## src/rtl/rtype_sequencer_if.sv

```systemverilog
`default_nettype none
// ---------------------------------------------------------------------------
// rtype_sequencer_if : instruction-fetch, decode-field and strobe bundle
// Rev 1.0
// ---------------------------------------------------------------------------
interface rtype_sequencer_if;
    logic        imem_req;
    logic [31:0] imem_addr;
    logic        imem_valid;
    logic [31:0] imem_instr;
    logic [4:0]  rs1_addr;
    logic [4:0]  rs2_addr;
    logic [4:0]  rd_addr;
    logic [3:0]  alu_control;
    logic        alu_en;
    logic        regwrite_en;
    logic        halt;
    logic        halted;
    logic        trap;
    logic [31:0] pc;

    modport master (
        output imem_req, imem_addr, rs1_addr, rs2_addr, rd_addr,
               alu_control, alu_en, regwrite_en, halted, trap, pc,
        input  imem_valid, imem_instr, halt
    );

    modport slave (
        input  imem_req, imem_addr, rs1_addr, rs2_addr, rd_addr,
               alu_control, alu_en, regwrite_en, halted, trap, pc,
        output imem_valid, imem_instr, halt
    );
endinterface
`default_nettype wire

```

## src/rtl/rtype_sequencer.sv

```systemverilog
`default_nettype none
// ---------------------------------------------------------------------------
// rtype_sequencer : multi-cycle fetch/decode/execute/writeback controller
//                   for the R-type ALU datapath, with PC and illegal trap
// Rev 1.0
// ---------------------------------------------------------------------------
module rtype_sequencer #(
    parameter logic [31:0] RESET_PC   = 32'h0000_0000,
    parameter int unsigned MUL_CYCLES = 4
) (
    input wire                clk,
    input wire                reset_n,
    rtype_sequencer_if.master bus
);

    localparam logic [2:0] c_FETCH     = 3'd0;
    localparam logic [2:0] c_DECODE    = 3'd1;
    localparam logic [2:0] c_EXECUTE   = 3'd2;
    localparam logic [2:0] c_WRITEBACK = 3'd3;
    localparam logic [2:0] c_HALTED    = 3'd4;
    localparam logic [2:0] c_TRAP      = 3'd5;

    localparam logic [6:0] c_OP_RTYPE  = 7'b0110011;
    localparam logic [6:0] c_F7_ZERO   = 7'b0000000;
    localparam logic [6:0] c_F7_ALT    = 7'b0100000;
    localparam logic [3:0] c_MUL_LOAD  = 4'(MUL_CYCLES - 1);

    logic [2:0]  r_state;
    logic [2:0]  w_next_state;
    logic [31:0] r_pc;
    logic [31:0] r_ir;
    logic [3:0]  r_alu_control;
    logic [3:0]  r_count;

    logic [6:0]  w_opcode;
    logic [2:0]  w_funct3;
    logic [6:0]  w_funct7;
    logic [4:0]  w_rd;
    logic        w_accept;
    logic        w_dec_legal;
    logic        w_dec_mul;
    logic [3:0]  w_dec_code;

    logic        w_imem_req;
    logic        w_alu_en;
    logic        w_regwrite_en;
    logic        w_halted;
    logic        w_trap;

    assign w_opcode = r_ir[6:0];
    assign w_funct3 = r_ir[14:12];
    assign w_funct7 = r_ir[31:25];
    assign w_rd     = r_ir[11:7];
    assign w_accept = (r_state == c_FETCH) && bus.imem_valid;

    always_comb begin
        w_dec_legal = 1'b0;
        w_dec_mul   = 1'b0;
        w_dec_code  = 4'b0000;
        if (w_opcode == c_OP_RTYPE) begin
            if (w_funct3 == 3'd0) begin
                if (w_funct7 == c_F7_ZERO) begin
                    w_dec_legal = 1'b1;
                    w_dec_code  = 4'b0010;
                end else if (w_funct7 == c_F7_ALT) begin
                    w_dec_legal = 1'b1;
                    w_dec_code  = 4'b0100;
                end
            end else if ((w_funct3 != 3'd3) && (w_funct7 == c_F7_ZERO)) begin
                w_dec_legal = 1'b1;
                case (w_funct3)
                    3'd1:    w_dec_code = 4'b0011;
                    3'd2: begin
                        w_dec_code = 4'b0110;
                        w_dec_mul  = 1'b1;
                    end
                    3'd4:    w_dec_code = 4'b0111;
                    3'd5:    w_dec_code = 4'b0101;
                    3'd6:    w_dec_code = 4'b0001;
                    default: w_dec_code = 4'b0000;
                endcase
            end
        end
    end

    always_ff @(posedge clk or negedge reset_n) begin
        if (!reset_n) begin
            r_state <= c_FETCH;
        end else begin
            r_state <= w_next_state;
        end
    end

    always_comb begin
        w_next_state = r_state;
        case (r_state)
            c_FETCH:     if (w_accept) w_next_state = c_DECODE;
            c_DECODE:    w_next_state = w_dec_legal ? c_EXECUTE : c_TRAP;
            c_EXECUTE:   if (r_count == 4'd0) w_next_state = c_WRITEBACK;
            c_WRITEBACK: w_next_state = bus.halt ? c_HALTED : c_FETCH;
            c_HALTED:    if (!bus.halt) w_next_state = c_FETCH;
            c_TRAP:      w_next_state = c_TRAP;
            default:     w_next_state = c_FETCH;
        endcase
    end

    // Decode outputs are captured here so alu_control holds until the next DECODE
    always_ff @(posedge clk or negedge reset_n) begin
        if (!reset_n) begin
            r_pc          <= RESET_PC;
            r_ir          <= 32'h0000_0000;
            r_alu_control <= 4'b0000;
            r_count       <= 4'd0;
        end else begin
            case (r_state)
                c_FETCH: begin
                    if (w_accept) r_ir <= bus.imem_instr;
                end
                c_DECODE: begin
                    if (w_dec_legal) begin
                        r_alu_control <= w_dec_code;
                        r_count       <= w_dec_mul ? c_MUL_LOAD : 4'd0;
                    end
                end
                c_EXECUTE: begin
                    if (r_count != 4'd0) r_count <= r_count - 4'd1;
                end
                c_WRITEBACK: begin
                    r_pc <= r_pc + 32'd4;
                end
                default: begin
                end
            endcase
        end
    end

    // Strobes decode straight from state so a reset drops them asynchronously
    always_comb begin
        w_imem_req    = 1'b0;
        w_alu_en      = 1'b0;
        w_regwrite_en = 1'b0;
        w_halted      = 1'b0;
        w_trap        = 1'b0;
        case (r_state)
            c_FETCH:     w_imem_req    = 1'b1;
            c_EXECUTE:   w_alu_en      = 1'b1;
            c_WRITEBACK: w_regwrite_en = (w_rd != 5'd0);
            c_HALTED:    w_halted      = 1'b1;
            c_TRAP:      w_trap        = 1'b1;
            default: begin
            end
        endcase
    end

    assign bus.imem_req    = w_imem_req;
    assign bus.imem_addr   = r_pc;
    assign bus.pc          = r_pc;
    assign bus.rs1_addr    = r_ir[19:15];
    assign bus.rs2_addr    = r_ir[24:20];
    assign bus.rd_addr     = w_rd;
    assign bus.alu_control = r_alu_control;
    assign bus.alu_en      = w_alu_en;
    assign bus.regwrite_en = w_regwrite_en;
    assign bus.halted      = w_halted;
    assign bus.trap        = w_trap;

endmodule
`default_nettype wire
```

## src/flat_wrapper.sv

```systemverilog
// flat-port wrapper written by rule: the top's interface ports become plain ports
module rtype_sequencer_flat 
#(
    parameter logic [31:0] RESET_PC   = 32'h0000_0000,
    parameter int unsigned MUL_CYCLES = 4
)
  (clk, reset_n, bus_imem_req, bus_imem_addr, bus_rs1_addr, bus_rs2_addr, bus_rd_addr, bus_alu_control, bus_alu_en, bus_regwrite_en, bus_halted, bus_trap, bus_pc, bus_imem_valid, bus_imem_instr, bus_halt);
  rtype_sequencer_if bus_i ();
  input wire clk;
  input wire reset_n;
  output wire logic [$bits(bus_i.imem_req)-1:0] bus_imem_req;
  output wire logic [$bits(bus_i.imem_addr)-1:0] bus_imem_addr;
  output wire logic [$bits(bus_i.rs1_addr)-1:0] bus_rs1_addr;
  output wire logic [$bits(bus_i.rs2_addr)-1:0] bus_rs2_addr;
  output wire logic [$bits(bus_i.rd_addr)-1:0] bus_rd_addr;
  output wire logic [$bits(bus_i.alu_control)-1:0] bus_alu_control;
  output wire logic [$bits(bus_i.alu_en)-1:0] bus_alu_en;
  output wire logic [$bits(bus_i.regwrite_en)-1:0] bus_regwrite_en;
  output wire logic [$bits(bus_i.halted)-1:0] bus_halted;
  output wire logic [$bits(bus_i.trap)-1:0] bus_trap;
  output wire logic [$bits(bus_i.pc)-1:0] bus_pc;
  input wire logic [$bits(bus_i.imem_valid)-1:0] bus_imem_valid;
  input wire logic [$bits(bus_i.imem_instr)-1:0] bus_imem_instr;
  input wire logic [$bits(bus_i.halt)-1:0] bus_halt;
  assign bus_imem_req = bus_i.imem_req;
  assign bus_imem_addr = bus_i.imem_addr;
  assign bus_rs1_addr = bus_i.rs1_addr;
  assign bus_rs2_addr = bus_i.rs2_addr;
  assign bus_rd_addr = bus_i.rd_addr;
  assign bus_alu_control = bus_i.alu_control;
  assign bus_alu_en = bus_i.alu_en;
  assign bus_regwrite_en = bus_i.regwrite_en;
  assign bus_halted = bus_i.halted;
  assign bus_trap = bus_i.trap;
  assign bus_pc = bus_i.pc;
  assign bus_i.imem_valid = bus_imem_valid;
  assign bus_i.imem_instr = bus_imem_instr;
  assign bus_i.halt = bus_halt;
  rtype_sequencer #(.RESET_PC(RESET_PC), .MUL_CYCLES(MUL_CYCLES)) u_core (.clk(clk), .reset_n(reset_n), .bus(bus_i));
endmodule
```

## config.mk

```make
export PLATFORM = sky130hd
export DESIGN_NAME = rtype_sequencer_flat
export DESIGN_NICKNAME = d
export VERILOG_FILES = /design/src/rtl/rtype_sequencer_if.sv /design/src/rtl/rtype_sequencer.sv /design/src/flat_wrapper.sv
export SDC_FILE = /design/constraint.sdc
export NUM_CORES = 1
export LEC_CHECK = 0
export CORE_MARGIN = 2
export CORE_UTILIZATION = 30
export CTS_CLUSTER_SIZE = 30
export DETAILED_ROUTE_END_ITERATION = 16
export DONT_BUFFER_PORTS = 1
export REMOVE_ABC_BUFFERS = 1
export SLEW_MARGIN = 20
export SYNTH_ARGS = -nofsm -noshare
export SYNTH_HDL_FRONTEND = slang
export SYNTH_SLANG_ARGS = --single-unit
export TNS_END_PERCENT = 100
```

## constraint.sdc

```tcl
create_clock -name clk -period 1.81 [get_ports clk]
set_input_delay 0.362 -clock clk [delete_from_list [all_inputs] [get_ports clk]]
set_output_delay 0.362 -clock clk [all_outputs]
set_load 0.005 [all_outputs]
```

==> results of run 1 <==
worst reg2reg max path, delay by kind of cell, from the launching register on:
kind | cells | cell delay [ns]
and+or+nand+nor | 2 | 0.64
AOI/OAI and AO/OA | 2 | 0.75
DFF | 1 | 0.39
cell type report:
type | count | area, sq um | share of cell area (%)
well taps | 147 | 183.9 | 4.513
clock buffers | 14 | 284.0 | 6.970
inverters | 6 | 27.53 | 0.6755
flip-flops and latches | 72 | 1802 | 44.21
repair buffers | 30 | 270.3 | 6.632
clock inverters | 2 | 35.03 | 0.8597
multi-input cells | 182 | 1473 | 36.14
synth_stat cells (4+ instances only):
cell      number
and3_1         5
buf_2          7
and2_1         5
nor3_1         4
buf_4         50
xnor2_1       28
nand3_1       11
a211oi_1       5
mux2_2        34
dfrtp_1       72
nor2_1         9
and4_1         4
o21ai_0        4
nand4_1       10
nand2_1       12
inv_1          6
stage by stage:
stage	setup TNS, ns	worst slack, ns	instance area, sq um	hold WS, ns
finish	-0.3471	-0.1407	4075	-0.2779
CTS	-0.2717	-0.05365	3986	-0.3017
global placement	-0.1025	-0.02767	3637	0.06885
detailed placement	-0.3992	-0.09282	3637	0.06895
global route	-0.7682	-0.1572	4075	-0.3034
floorplan	-12.80	-0.3733	3247	0.06641
cell usage in the layout, fill, tap and decap left out, types with 2 or more instances in the layout:
cell       Yosys  final
dfrtp_1       72     72
mux2_2        34     34
xnor2_1       28     28
buf_4         50     24
nand2_1       12     11
nand3_1       11     11
nand4_1       10     10
clkbuf_16      0     10
nor2_1         9      9
inv_1          6      5
and3_1         5      5
conb_1         1      5
and4_1         4      4
o21ai_0        4      4
a211oi_1       5      4
clkbuf_8       0      4
buf_6          0      4
nor3_1         4      3
nand3b_1       3      3
xor2_1         3      3
or2_2          3      3
and2_4         0      3
and2_1         5      3
ha_1           3      3
or3b_4         0      2
nor4_2         1      2
nor4_1         3      2
and2b_2        2      2
a31oi_1        2      2
a2111oi_1      0      2
power by group through the flow:
stage	clock network [mW]	registers [mW]	logic, mW
after floorplan	0	1.64	0.00373
after global placement	0	1.64	0.00420
after detailed placement	0	1.64	0.00427
after CTS	1.93	1.61	0.00428
after global routing	2.02	1.61	0.00570
final	1.88	1.61	0.00460
worst max path at each step:
stage / depth (start not counted) / slack (ns) / to / startpoint
finish: 4 / -0.14 / u_core.r_count[0] / u_core.r_state[2]
global route: 5 / -0.16 / u_core.r_count[0] / u_core.r_ir[28]
CTS: 4 / -0.05 / u_core.bus.alu_control[0] / u_core.r_ir[28]
detailed placement: 5 / -0.09 / u_core.r_count[0] / u_core.r_ir[26]
global placement: 4 / -0.03 / u_core.bus.alu_control[0] / u_core.r_ir[26]
floorplan: 4 / -0.37 / u_core.bus.imem_addr[31] / u_core.r_state[2]
flip-flops by register name, summed over array words and instances, names as in the netlist:
signal	flops
u_core.bus.imem_addr	30
u_core.r_ir	32
u_core.r_count	4
u_core.bus.alu_control	3
u_core.r_state	3
repair_timing:
item,in CTS,in global routing
gates cloned,0,1
setup buffers,0,4
hold endpoints to repair,72,72
pin swaps,5,2
setup endpoints to repair,9,13
resized for setup,10,11
cell families (layout without fill, tap and decap cells):
group                    Yosys count  in the layout  synth area share, %
XOR/XNOR                          31             31                7.417
buffers and inverters             67             52                12.34
AO/OA/AOI/OAI                     19             19                3.794
other                              1              5               0.1024
adder cells (fa/ha/maj)            4              4                1.299
flip-flops                        72             72                49.21
AND/OR/NAND/NOR                   87             87                14.80
multiplexers                      36             36                11.04
metal layers:
layer / GRT usage [%] / routed length, um
met5: 0 / 0
met4: 6.829 / 189
met3: 5.241 / 467
met2: 17.63 / 3645
met1: 14.31 / 3211
==> flow_summary_export.csv, run 1 <==
group,metric,value,unit
clock_network,cts_tree,"built",
final_layout,antenna_cells,0,
drt,wirelength,7514,um
hold_path,hold_class,"in2async",
drt,avgRoutedWirePerCell,16.59,um
setup_path,crit_path_max_incr_delay,0.66,ns
logic_synthesis,synth.top_cell.area_share,49.21,%
timing,rsz0062_at_grt,"yes",
die,dieArea,0.01310,sq mm
setup_path,r2r_cells,4,
setup_path,startpoint_type,"flop",
drt,drtIter0Drc,92,
die,die_height,114.5,um
drt,dr.pass1.iters,4,
clock_network,cts_buffers,9,
power,powerDensity,857.8,mW/mm^2
setup_path,r2r_start,"u_core.r_state[2]",
timing,report.final.setup_viol,7,
setup_path,critPathTopFamily,"compound AO/OA/AOI/OAI gates",
final_layout,final_core_util,34.07,%
final_layout,drive_gt1_share,33.99,%
placed_design,dp_cells,432,
setup_path,crit_buf_inv,0,
clock_network,clock_latency,0.34,ns
logic_synthesis,async_reset_ff_share,100.0,%
final_layout,syn_to_final_growth,11.31,%
die,rows,40,
clock_network,cts_buffer_depth,2,
job,maxCapViolCount,0,
timing,min_period_over_period,107.8,%
drt,antenna_left,0,
logic_synthesis,synth_cell_types,49,
logic_synthesis,ys_seq_area_share,49.21,%
die,die_w,114.5,um
logic_synthesis,yosysTopAreaCell,"dfrtp_1",
final_layout,final_cells,453,
setup_path,worstSetupPathType,"reg2reg",
timing,hold_viol,72,
setup_path,crit_path_cell_trace,"or3b_4 -> and4b_1 -> a2111oi_1 -> a211oi_2",
global_route,antenna_found_initial,0,
placed_design,place_congestion,0.7856,
clock_network,h-tree-depth,3,
logic_synthesis,synth_area,0.003661,sq mm
logic_synthesis,ys.flop_type,"dfrtp_1",
timing,layout_setup_ws,-0.1407,ns
setup_path,cp.arrival,2.13,ns
timing,maxSlewHeadroom,55.86,%
power,p_sw,668.3,uW
timing,slew_violations,0,
logic_synthesis,ys_seq_elements,72,
setup_path,slowest_stage,"a2111oi_1",
logic_synthesis,syn_inst,317,
global_route,grt_max_degree,73,
global_route,grt_pass1_vias,2271,
power,sw_frac_of_total,19.12,%
power,clockPowerShare,53.8,%
setup_path,required,1.99,ns
power,ir_drop,0.0004236,V
die,start_util,30.61,%
logic_synthesis,postSynthAreaPerCell,11.55,sq um
outcome,violations,"hold timing, setup timing",
placed_design,hpwl,5143,um
timing,worst_pin_slew,0.6604,ns
power,seq_power_share,46.1,%
timing,hold_slack,-0.2779,ns
power,internal-power,2.827,mW
logic_synthesis,synth_enable_flop_cells,0,
setup_path,r2r_end,"u_core.r_count[0]",
setup_path,cp-end-kind,"flop",
power,power.leakage,1.873,nW
setup_path,crit_fanout,2,
clock_network,root_buffer,"clkbuf_16",
logic_synthesis,yosys-top-cells-area,"dfrtp_1 49%, mux2_2 10%, buf_4 10%",
global_route,grt_pass1_wl,11650,um
placed_design,io_buffers,0,
outcome,status,"complete, but fails checks",
timing,clock_skew,0.004950,ns
die,core,0.01196,sq mm
global_route,grtUsageTotal,11.89,%
clock_network,clock_sinks,72,
final_layout,n_fill_cell,1165,
timing,max_freq,512.6,MHz
power,total_power,3.495,mW
final_layout,nets,340,
drt,vias,2181,
clock_network,clkTransAtPathRegs,0.06,ns
die,ioPinCount,124,
drt,viasPerCell,4.815,
global_route,grt-ovfl-total,0,
setup_path,r2r_slack,-0.14,ns
power,combPwrFrac,0.1,%
drt,drc,0,
logic_synthesis,synth_warnings,0,
timing,period_minus_slack,1.951,ns
Power figures use the tool's default switching activity.
==> inputs of run 2 (changes only) <==
- CORE_MARGIN: 2 -> unset
==> run 2 against run 1 <==
  * The run still ends with hold timing, setup timing left
  * Via count rose by 0.23%
  * Wire length fell by 4.7%
  * Die area fell by 3.5%
  * Critical endpoint unchanged
  * Largest power group unchanged
  * Highest routed layer unchanged
==> flow_summary_export.csv, run 2 (synthesized netlist as in run 1, its figures left out) <==
group,metric,value,unit
job,maxCapViolCount,0,
final_layout,final_cells,449,
drt,avgRoutedWirePerCell,15.94,um
setup_path,crit_path_cell_trace,"or4_4 -> nor4_4 -> buf_4 -> a311oi_4 -> a211oi_2",
outcome,violations,"hold timing, setup timing",
timing,hold_slack,-0.2816,ns
setup_path,required,2.04,ns
setup_path,cp-end-kind,"flop",
final_layout,drive_gt1_share,33.66,%
global_route,antenna_found_initial,0,
clock_network,clkTransAtPathRegs,0.06,ns
setup_path,worstSetupPathType,"reg2reg",
clock_network,h-tree-depth,3,
timing,maxSlewHeadroom,60.54,%
clock_network,cts_buffers,9,
die,rows,39,
setup_path,r2r_end,"u_core.r_count[0]",
clock_network,clock_latency,0.34,ns
timing,min_period_over_period,106.9,%
setup_path,crit_path_max_incr_delay,0.57,ns
die,ioPinCount,124,
timing,clock_skew,0.006489,ns
placed_design,hpwl,4996,um
die,die_w,112.5,um
final_layout,n_fill_cell,1142,
global_route,grtUsageTotal,12.26,%
placed_design,dp_cells,430,
drt,dr.pass1.iters,5,
timing,rsz0062_at_grt,"yes",
die,core,0.01166,sq mm
final_layout,layout_commonest_cell,"dfrtp_1",
drt,wirelength,7159,um
final_layout,nets,340,
die,die_height,112.5,um
clock_network,root_buffer,"clkbuf_16",
final_layout,largest_reg_flops,32,
timing,period_minus_slack,1.935,ns
setup_path,r2r_start,"u_core.r_ir[27]",
power,total_power,3.322,mW
setup_path,r2r_slack,-0.13,ns
setup_path,startpoint_type,"flop",
clock_network,cts_buffer_depth,2,
drt,viasPerCell,4.869,
global_route,grt-ovfl-total,0,
clock_network,cts_tree,"built",
global_route,grt_max_degree,73,
setup_path,slowest_stage,"or4_4",
timing,layout_setup_ws,-0.1250,ns
timing,fin_tns_setup,-0.5298,ns
drt,antenna_left,0,
drt,vias,2186,
outcome,status,"complete, but fails checks",
timing,max_freq,516.8,MHz
setup_path,cp.arrival,2.17,ns
timing,worst_pin_slew,0.5904,ns
global_route,grt_pass1_vias,2335,
power,power.leakage,1.853,nW
hold_path,hold_class,"in2async",
setup_path,r2r_cells,5,
final_layout,antenna_cells,0,
drt,drtIter0Drc,55,
placed_design,place_congestion,0.7506,
placed_design,placed_area,0.003647,sq mm
placed_design,io_buffers,0,
setup_path,crit_fanout,6,
die,start_util,31.39,%
power,powerDensity,820.3,mW/mm^2
final_layout,syn_to_final_growth,10.63,%
power,ir_drop,0.0003658,V
drt,drc,0,
timing,report.final.setup_viol,9,
final_layout,postLayoutCellArea,0.004050,sq mm
timing,hold_viol,72,
clock_network,clock_sinks,72,
die,dieArea,0.01265,sq mm
final_layout,regMostFlops,"u_core.r_ir",
timing,slew_violations,0,
final_layout,final_cell_mix,"72 x dfrtp_1, 34 x mux2_2, 28 x xnor2_1",
global_route,grt_pass1_wl,11790,um
## run 2: changes by cell type in the layout (fill, tap and decap cells not counted), sizes merged
cell / change
clkbuf: -3
clkinv: +2
buf: +1
## run 2: critical path: cells and delay by family (launching register included)
family                 cells  cell delay (ns)
DFF                        1             0.37
buffers and inverters      1             0.21
and+or+nand+nor            2             0.88
AOI/OAI and AO/OA          2             0.37
## run 2: final cells by class
cell class                 instances  area, sq um  share of cell area [%]
sequential                        72         1802                   44.49
multi-input combinational        182         1518                   37.47
timing repair buffer              30        245.2                   6.055
clock buffer                      12        236.5                   5.839
tap                              143        178.9                   4.418
clock inverter                     4        45.04                   1.112
inverter                           6        25.02                  0.6179
## run 2: metrics by stage
step | util (%) | setup WS (ns)
floorplan | - | -0.3733
global placement | 31.27 | -0.03109
detailed placement | 31.27 | -0.07999
CTS | 34.26 | -0.1037
global route | 34.73 | -0.1875
finish | 34.73 | -0.1250
## run 2: where the power goes
group / switching (mW) / total (mW) / leakage, nW / internal, mW
logic: 0.00308 / 0.00413 / 0.717 / 0.00105
clock network: 0.647 / 1.71 / 0.140 / 1.06
registers: 0 / 1.61 / 0.996 / 1.61
total: 0.650 / 3.32 / 1.85 / 2.67
## run 2: how the worst max path moves through the flow
| stage | startpoint | to | slack, ns | depth (start not counted) |
|---|---|---|---|---|
| after floorplan | u_core.r_state[2] | u_core.bus.imem_addr[31] | -0.37 | 4 |
| after global placement | u_core.r_ir[26] | u_core.bus.alu_control[0] | -0.03 | 4 |
| after detailed placement | u_core.r_ir[26] | u_core.r_count[0] | -0.08 | 5 |
| after CTS | u_core.r_ir[27] | u_core.bus.alu_control[0] | -0.10 | 5 |
| after global routing | u_core.r_count[0] | u_core.r_count[0] | -0.19 | 7 |
| final | u_core.r_ir[27] | u_core.r_count[0] | -0.13 | 5 |
## run 2: layer usage
layer	part of all wire (%)	track usage (%)	up-vias
met2	49	19.21	67
met3	6.2	5.130	11
met1	43	14.46	1088
li1	-	-	1020
met5	0	0	-
met4	2.1	6.133	0
## run 2: timing repair
action,4_1_cts,5_1_grt
hold endpoints to repair,72,72
setup buffers,2,2
gates resized for setup,13,6
endpoints found under the setup margin,9,42
pin swaps,5,1
